$ cat src/rtl/result_watchdog.sv
// Result watchdog: after an arm pulse, waits for every result channel to
// report once. It captures the first value seen on each channel and compares
// it with the expected value latched at arm time. The run ends with pass or
// fail, or it ends with a timeout when the cycle budget runs out.
module result_watchdog #(
  parameter  int NCH     = 2,
  parameter  int DW      = 64,
  parameter  int TO_W    = 16,
  parameter  int TIMEOUT = 5000,
  localparam int IW      = (NCH > 1) ? $clog2(NCH) : 1
) (
  input  logic              clk,
  input  logic              rst_n,
  input  logic              arm,
  input  logic [NCH*DW-1:0] exp_data,
  input  logic [NCH-1:0]    ready,
  input  logic [NCH*DW-1:0] result,
  output logic              busy,
  output logic              done,
  output logic              pass,
  output logic              timeout,
  output logic [NCH-1:0]    fail_mask,
  output logic [TO_W-1:0]   cycles,
  input  logic [IW-1:0]     rd_idx,
  output logic [DW-1:0]     rd_data
);

  typedef enum logic [1:0] {
    S_IDLE,
    S_WAIT,
    S_DONE
  } state_t;

  state_t            state_q;
  logic [DW-1:0]     exp_q [NCH];
  logic [DW-1:0]     cap_q [NCH];
  logic [NCH-1:0]    seen_q;
  logic [NCH-1:0]    fail_q;
  logic [TO_W-1:0]   cnt_q;
  logic [TO_W-1:0]   cycles_q;
  logic              busy_q;
  logic              done_q;
  logic              pass_q;
  logic              timeout_q;

  // Next-state terms for the WAIT state. A channel is captured only while
  // its seen bit is still clear. This makes the first ready cycle the only
  // one that counts, and a ready level already present when WAIT is
  // entered counts as that first cycle.
  logic [NCH-1:0]    new_cap_d;
  logic [NCH-1:0]    seen_d;
  logic [NCH-1:0]    mism_d;
  logic [NCH-1:0]    fail_d;
  logic              all_seen_d;
  logic              at_limit_d;
  logic [TO_W-1:0]   cnt_d;

  // Per-cycle capture, compare and counter arithmetic
  always_comb begin
    new_cap_d = ready & ~seen_q;
    seen_d    = seen_q | ready;
    mism_d    = '0;
    for (int i = 0; i < NCH; i++) begin
      mism_d[i] = new_cap_d[i] && (result[i*DW +: DW] != exp_q[i]);
    end
    fail_d     = fail_q | mism_d;
    all_seen_d = &seen_d;
    at_limit_d = (cnt_q == TO_W'(TIMEOUT - 1));
    cnt_d      = (cnt_q == '1) ? cnt_q : cnt_q + 1'b1;
  end

  // Run-control FSM with registered status outputs and capture storage
  always_ff @(posedge clk or negedge rst_n) begin
    if (!rst_n) begin
      state_q   <= S_IDLE;
      seen_q    <= '0;
      fail_q    <= '0;
      cnt_q     <= '0;
      cycles_q  <= '0;
      busy_q    <= 1'b0;
      done_q    <= 1'b0;
      pass_q    <= 1'b0;
      timeout_q <= 1'b0;
      for (int i = 0; i < NCH; i++) begin
        exp_q[i] <= '0;
        cap_q[i] <= '0;
      end
    end else begin
      case (state_q)
        S_IDLE, S_DONE: begin
          if (arm) begin
            state_q   <= S_WAIT;
            seen_q    <= '0;
            fail_q    <= '0;
            cnt_q     <= '0;
            busy_q    <= 1'b1;
            done_q    <= 1'b0;
            pass_q    <= 1'b0;
            timeout_q <= 1'b0;
            for (int i = 0; i < NCH; i++) begin
              exp_q[i] <= exp_data[i*DW +: DW];
              cap_q[i] <= '0;
            end
          end
        end
        S_WAIT: begin
          // arm is deliberately not looked at here
          for (int i = 0; i < NCH; i++) begin
            if (new_cap_d[i]) begin
              cap_q[i] <= result[i*DW +: DW];
            end
          end
          seen_q <= seen_d;
          fail_q <= fail_d;
          cnt_q  <= cnt_d;
          // Captures are applied before the limit test, so a channel that
          // completes the set on the last allowed cycle still passes.
          if (all_seen_d) begin
            state_q   <= S_DONE;
            busy_q    <= 1'b0;
            done_q    <= 1'b1;
            pass_q    <= ~|fail_d;
            timeout_q <= 1'b0;
            cycles_q  <= cnt_d;
          end else if (at_limit_d) begin
            state_q   <= S_DONE;
            busy_q    <= 1'b0;
            done_q    <= 1'b1;
            pass_q    <= 1'b0;
            timeout_q <= 1'b1;
            fail_q    <= fail_d | ~seen_d;
            cycles_q  <= cnt_d;
          end
        end
        default: begin
          state_q <= S_IDLE;
          busy_q  <= 1'b0;
          done_q  <= 1'b0;
        end
      endcase
    end
  end

  // Combinational capture-buffer read; indices past the last channel read 0
  always_comb begin
    rd_data = '0;
    if (int'(rd_idx) < NCH) begin
      rd_data = cap_q[rd_idx];
    end
  end

  assign busy      = busy_q;
  assign done      = done_q;
  assign pass      = pass_q;
  assign timeout   = timeout_q;
  assign fail_mask = fail_q;
  assign cycles    = cycles_q;

endmodule

$ cat config.mk
export PLATFORM = sky130hd
export DESIGN_NAME = result_watchdog
export DESIGN_NICKNAME = d
export VERILOG_FILES = /design/src/rtl/result_watchdog.sv
export SDC_FILE = /design/constraint.sdc
export NUM_CORES = 1
export LEC_CHECK = 0
export ABC_AREA = 1
export CORE_MARGIN = 5
export CORE_UTILIZATION = 40
export DETAILED_ROUTE_END_ITERATION = 7
export HOLD_SLACK_MARGIN = 0.06
export MAX_ROUTING_LAYER = met4
export PLACE_DENSITY = 0.67
export SETUP_SLACK_MARGIN = 0.2
export SYNTH_ARGS = -nofsm -noshare
export SYNTH_HDL_FRONTEND = slang
export SYNTH_SLANG_ARGS = --single-unit
$ cat constraint.sdc
create_clock -name clk -period 2.3 [get_ports clk]
set_input_delay 0.345 -clock clk [delete_from_list [all_inputs] [get_ports clk]]
set_output_delay 0.345 -clock clk [all_outputs]
set_load 0.1 [all_outputs]
==> results of run 1 <==
==> cell families (layout without fill, tap and decap cells) <==
group	after synthesis	in the layout	share of synthesized area [%]
xor+xnor	62	62	3.848
simple gates	941	941	26.15
flops	297	297	51.25
fa+ha+maj	1	1	0.08627
other cells	0	6	0
compound gates	268	268	9.862
buf+inv	335	681	8.801
==> cell usage in the layout (no fill, tap or decap), drive strengths merged, types with 4 or more instances in the layout <==
master           n
nand3          126
nor2           104
nand2          689
a21oi            8
a31oi            5
clkdlybuf4s50  259
nand4            7
buf            120
clkinv           4
clkbuf          46
dfrtp          297
xor2            62
nor3             8
inv            248
o21ai          195
nor4             6
o22ai           55
diode            6
==> final timing paths <==
| check | start | depth (start not counted) | end |
|---|---|---|---|
| min in group clk | exp_data[65] | 3 | exp_q[1] |
| max in group asynchronous | rst_n | 3 | cap_q[127] |
| setup reg to reg | cnt_q[0] | 13 | cycles[3] |
| hold / removal | rst_n | 2 | exp_q[122] |
| setup / recovery | cnt_q[0] | 13 | cycles[3] |
| hold reg to reg | cycles[9] | 2 | cycles[9] |
==> sequential cells by signal, summed over array words and instances (netlist names) <==
| name | flops |
|---|---|
| seen_q | 2 |
| timeout | 1 |
| busy | 1 |
| cycles | 16 |
| exp_q | 128 |
| pass | 1 |
| fail_mask | 2 |
| cnt_q | 16 |
| state_q | 2 |
| cap_q | 128 |
==> routing by layer <==
| metal | share of wire, % | GRT usage (%) | routed length, µm |
|---|---|---|---|
| met4 | 3.5 | 7.989 | 1640 |
| met3 | 6.7 | 4.787 | 3147 |
| met1 | 44 | 31.67 | 20680 |
| met5 | 0 | - | 0 |
| met2 | 46 | 36.28 | 21320 |
==> area by class of cell <==
class	count	area, µm²
flip-flops and latches	297	7433
clock inverters	8	100.1
clock buffers	46	979.7
inverters	247	932.1
repair buffers	380	4462
well taps	461	576.8
multi-input cells	1272	5953
fillers	3221	15200
diodes	6	15.01
==> cell usage after synthesis, drive strengths merged <==
master / number / area, µm²
nor4: 6 / 37.54
a31oi: 5 / 31.28
ha: 1 / 12.51
a22o: 1 / 8.760
nor3: 8 / 45.04
o21bai: 1 / 7.510
inv: 247 / 927.1
o21ai: 195 / 975.9
o21a: 2 / 15.01
nand2: 689 / 2601
xor2: 62 / 558.0
a21boi: 1 / 7.510
nor2: 104 / 422.9
and3: 1 / 6.260
o22ai: 55 / 344.1
nand4: 7 / 43.79
clkbuf: 61 / 229.0
dfrtp: 297 / 7432
buf: 27 / 120.1
a21oi: 8 / 40.04
nand3: 126 / 635.6
==> per-stage QoR <==
step | worst slack (ns) | power [mW] | util [%] | TNS [ns] | instance area, µm²
2_1_floorplan | -0.2093 | 18.42 | - | -6.497 | 14610
3_3_place_gp | -0.03685 | 23.51 | 54.22 | -0.06350 | 19330
3_5_place_dp | -0.03560 | 23.77 | 54.22 | -0.05484 | 19330
4_1_cts | 0.2394 | 29.18 | 57.28 | 0 | 20420
5_1_grt | 0.2168 | 30.72 | 57.36 | 0 | 20450
6_report | 0.3590 | 28.94 | 57.36 | 0 | 20450
==> timing repair <==
action | in CTS | in global routing
gates resized for setup | 0 | 3
endpoints found under the setup margin | 0 | 13
hold buffers | 1 | 0
hold endpoints to repair | 47 | 0
==> power by group through the flow <==
stage,combinational [mW],sequential [mW],clock (mW)
3_5_place_dp,14.8,8.93,0
3_3_place_gp,14.7,8.81,0
5_1_grt,15.9,9.14,5.65
2_1_floorplan,8.64,9.78,0
6_report,14.8,8.86,5.31
4_1_cts,14.9,8.85,5.43
==> qor.yml, run 1 <==
sta:
  final_hold_viol_count: 0
  skew_ns: 0.01809
  fin_crit_sh_pct: 84.39
  slew_viol_final: 0
  tightestPinTransition_ns: 0.5494
  setup_viol: 0
  rsz0062_at_grt: "no"
  whs_ns: 0.3662
  timing.slew.headroom_pct: 63.37
  period_minus_slack_ns: 1.941
  fmax_mhz: 515.2
route:
  route.detailed.drc: 0
  totalWireLength_um: 46790
  vias_per_cell: 4.962
  post_drt_wl_per_cell_um: 17.22
  vias: 13483
  first_pass_iters: 5
  drt_iter0_drc: 752
  ant_nets: 0
status:
  outcome: "finished clean"
clocking:
  cts_buffers: 35
  clock_path_buffers: 3
  cts.sinks: 297
  postCtsSetupBuffers: 0
  clock_latency_ns: 0.51
  clk_pin_slew_ns: 0.06
  htree_num_levels: 2
  cts_tree: "yes"
  cts-root-buf: "clkbuf_16"
worst_setup_path:
  crit_type: "flip-flop to flip-flop"
  worstSetupStartpointType: "flip-flop"
  cp.required_ns: 2.74
  path_delay_family: "simple AND/OR/NAND/NOR gates"
  r2r_setup_slack_ns: 0.36
  worst_ep_arrival_time_ns: 2.38
  worstPathMaxFanout: 6
  max_stage_delay_ns: 0.42
  path_buf_inv: 2
  critPathSlowestCell: "dfrtp_2"
  crit_top_cell: "nor2_4"
  crit_path_cell_trace: "ha_4 -> nand2_2 -> nor2_4 -> inv_2 -> nor2_4 -> nand2_2 -> nor2_4 -> nand2_4 -> inv_2 -> nor2_1 -> xor2_1 -> nand2_1 -> nand2_1"
  crit_path_end_kind: "flip-flop"
final_layout:
  nets: 2496
  drive_gt1_share_pct: 10.00
  areaGrowthSynthToFinish_pct: 41.04
  fin_cells: 2717
power_and_ir_drop:
  pwr-share-seq_pct: 30.6
  p_int_mw: 15.56
  leakage_nw: 10.02
  switching_share_pct: 46.24
  switchingPower_mw: 13.38
  vdd_drop_max_mv: 1.048
  p_clk_share_pct: 18.4
  p_comb_share_pct: 51.0
  power_density_nw_per_um2: 1415
die:
  coreArea_um2: 35660
  die_y_um: 200.4
  start_util_pct: 40.67
  std_cell_rows: 69
  fp.dieW_um: 200.4
  fp.dieArea_um2: 40160
  num_io_pins: 348
yosys:
  synth.yosys.seq_area_share_pct: 51.25
  syn_area_um2: 14500
  yosys_warnings: 0
  synth_area_per_cell_um2: 7.616
  synthCells: 1904
  ys_types: 32
  syn-num-nets: 2167
  synth-seq-cells: 297
place:
  hpwlAfterDp_um: 34550
  port_buffers: 347
  dp_cells: 2656
  gp_congestion: 0.9088
global_route:
  antenna_found_initial: 6
  first_global_vias: 13772
  grt_pass1_wl_um: 75440
  grt.overflow.total: 0
  grtUsageTotal_pct: 23.66
  grt_max_degree: 91
job:
  drv_cap: 0
hold_path:
  hp-class: "primary input to asynchronous set/reset pin"
Power figures use the tool's default switching activity.
==> run 2: changes to the inputs <==
- PLACE_DENSITY: 0.67 -> 0.69
- clock period: 2.3 -> 1.6 ns (I/O delays scaled with it)
==> qor.yml, run 2 (same netlist as run 1, synthesis figures left out) <==
status:
  outcome: "finished with violations"
  violations: "negative setup slack"
die:
  die_y_um: 200.4  # unchanged
  fp.dieArea_um2: 40160  # unchanged
  coreArea_um2: 35660  # unchanged
  num_io_pins: 348  # unchanged
  std_cell_rows: 69  # unchanged
  start_util_pct: 40.67  # unchanged
  fp.dieW_um: 200.4  # unchanged
route:
  vias_per_cell: 5.069  # +2.2%
  first_pass_iters: 5  # unchanged
  totalWireLength_um: 57250  # +22%
  vias: 15436  # +14%
  drt_iter0_drc: 1021  # +36%
  route.detailed.drc: 0  # unchanged
  ant_nets: 0  # unchanged
  post_drt_wl_per_cell_um: 18.80  # +9.2%
worst_setup_path:
  critPathSlowestCell: "dfrtp_1"
  worstSetupStartpointType: "flip-flop"
  crit_path_cell_trace: "buf_4 -> nand3_2 -> nor2_4 -> nand2_2 -> nor2_4 -> nand4_1 -> a21oi_1 -> o21ai_2 -> nand2_1 -> o21ai_0"
  crit_type: "flip-flop to flip-flop"
  reg2reg_depth: 10  # -3
  cp.required_ns: 1.99  # -0.75 ns
  max_stage_delay_ns: 0.39  # -0.03 ns
  worstReg2RegStart: "cnt_q[0]"
  crit_path_end_kind: "flip-flop"
  crit_top_cell: "nor2_4"
  worstPathMaxFanout: 4  # -2
  r2r_setup_slack_ns: -0.22  # -0.58 ns
  rr_endpoint: "cnt_q[13]"
  worst_ep_arrival_time_ns: 2.20  # -0.18 ns
final_layout:
  final_core_util_pct: 73.28  # +16 points
  nets: 2813  # +13%
  mostFrequentLayoutCell: "nand2_1"
  reg_top3: "cap_q (128), exp_q (128)"
  layout_common_cells: "608 x nand2_1, 289 x dfrtp_1, 272 x buf_4, 259 x clkdlybuf4s50_1, 173 x inv_1"
  areaGrowthSynthToFinish_pct: 80.18
  n_fill_cell: 2405  # -25%
  multi_input_area_um2: 7953  # +34%
  drive_gt1_share_pct: 35.10  # +25 points
  seqCellArea_um2: 7445  # +0.15%
power_and_ir_drop:
  p_int_mw: 28.42  # +83%
  pwr-share-seq_pct: 25.8  # -4.8 points
  vdd_drop_max_mv: 1.760  # +68%
  p_clk_share_pct: 16.0  # -2.4 points
  power_density_nw_per_um2: 1978  # +40%
  switching_share_pct: 45.02  # -1.2 points
  p_comb_share_pct: 58.2  # +7.2 points
  leakage_nw: 12.42  # +24%
  switchingPower_mw: 23.27  # +74%
  power_mw: 51.69  # +79%
clocking:
  clock_path_buffers: 3  # unchanged
  cts_buffers: 35  # unchanged
  htree_num_levels: 2  # unchanged
  cts_tree: "yes"
  cts.sinks: 297  # unchanged
  cts-root-buf: "clkbuf_16"
  clk_pin_slew_ns: 0.06  # about the same
  clock_latency_ns: 0.51  # about the same
place:
  port_buffers: 347  # unchanged
  place_ws_ns: -0.5288  # -0.4932 ns
  hpwlAfterDp_um: 37480  # +8.5%
  gp_congestion: 0.8744  # -3.8%
sta:
  setup_tns_ns: -8.259  # -8.259 ns
  setup_viol: 148  # +148
  tightestPinTransition_ns: 0.4512  # -0.09823 ns
  fmax_mhz: 550.6  # +6.9%
  timing.slew.headroom_pct: 69.64  # +6.3 points
  final_hold_viol_count: 0  # unchanged
  layout_setup_ws_ns: -0.2163  # -0.5753 ns
  fin_crit_sh_pct: 113.5  # +29 points
  rsz0062_at_grt: "yes"
  slew_viol_final: 0  # unchanged
  skew_ns: 0.01369  # -0.004401 ns
  period_minus_slack_ns: 1.816  # -0.1247 ns
global_route:
  grt_max_degree: 59  # -35%
  grt.overflow.total: 0  # unchanged
  grtUsageMet2_pct: 44.61  # +8.3 points
  first_global_vias: 15874  # +15%
  antenna_found_initial: 9  # +3
  grtUsageTotal_pct: 27.57  # +3.9 points
  grt_most_used_layer: "met2"
  grt_pass1_wl_um: 86770  # +15%
  use_met3_pct: 5.158  # +0.37 points
  grt.met1_usage_pct: 34.95  # +3.3 points
job:
  drv_cap: 0  # unchanged
hold_path:
  hp-class: "primary input to asynchronous set/reset pin"
[run 2: timing repair]
| action | 4_1_cts | 5_1_grt |
|---|---|---|
| cloned | 19 | 3 |
| hold buffers | 1 | 0 |
| buffers inserted | 72 | 38 |
| resized for setup | 339 | 133 |
| endpoints found under the setup margin | 242 | 269 |
| endpoints found under the hold margin | 224 | 0 |
| pin swaps | 93 | 67 |
[run 2: cell type report]
class	count	area share, %
timing repair buffer	697	30.59
multi-input combinational	1272	30.44
sequential	297	28.49
clock buffer	54	4.133
inverter	247	3.620
tap	461	2.208
clock inverter	6	0.4118
antenna	11	0.1053
[run 2: how the worst max path moves through the flow]
stage                    start      endpoint  slack (ns)  cells after the start
global placement    result[62]  fail_mask[0]       -0.51                     12
CTS                   cnt_q[1]     cycles[9]       -0.12                     13
global route          cnt_q[0]     cnt_q[13]       -0.34                     10
detailed placement  result[63]  fail_mask[0]       -0.53                     10
finish                cnt_q[0]     cnt_q[13]       -0.22                     10
floorplan             cnt_q[0]      cnt_q[3]       -0.06                     13
[run 2: worst max-delay path, delay by kind of cell, from the launching register on]
kind | cells | cell delay (ns)
AOI/OAI and AO/OA | 3 | 0.44
DFF | 1 | 0.39
and+or+nand+nor | 6 | 0.73
buffers and inverters | 1 | 0.15
[run 2: power groups by stage]
stage / Combinational, mW / Sequential (mW) / Clock [mW]
after floorplan: 13.4 / 14.1 / 0
after global placement: 23.5 / 12.8 / 0
after detailed placement: 23.9 / 13.0 / 0
after CTS: 28.0 / 13.2 / 8.37
after global routing: 31.7 / 13.7 / 8.70
final: 30.1 / 13.3 / 8.27
[run 2: metrics by stage]
stage / hold slack, ns / area [µm²] / cells
2_1_floorplan: -0.05559 / 15290 / 1904
3_3_place_gp: 0.1396 / 21720 / 2841
3_5_place_dp: 0.1407 / 21720 / 2841
4_1_cts: 0.2002 / 25170 / 2993
5_1_grt: 0.2205 / 26120 / 3043
6_report: 0.2047 / 26130 / 3045
[run 2: metal layers]
| layer | vias to the layer above | share of wire [%] | routed length (µm) |
|---|---|---|---|
| li1 | 7280 | - | - |
| met1 | 7450 | 41 | 23280 |
| met2 | 584 | 49 | 28280 |
| met3 | 122 | 6.7 | 3834 |
| met4 | 0 | 3.2 | 1856 |
| met5 | - | 0 | 0 |
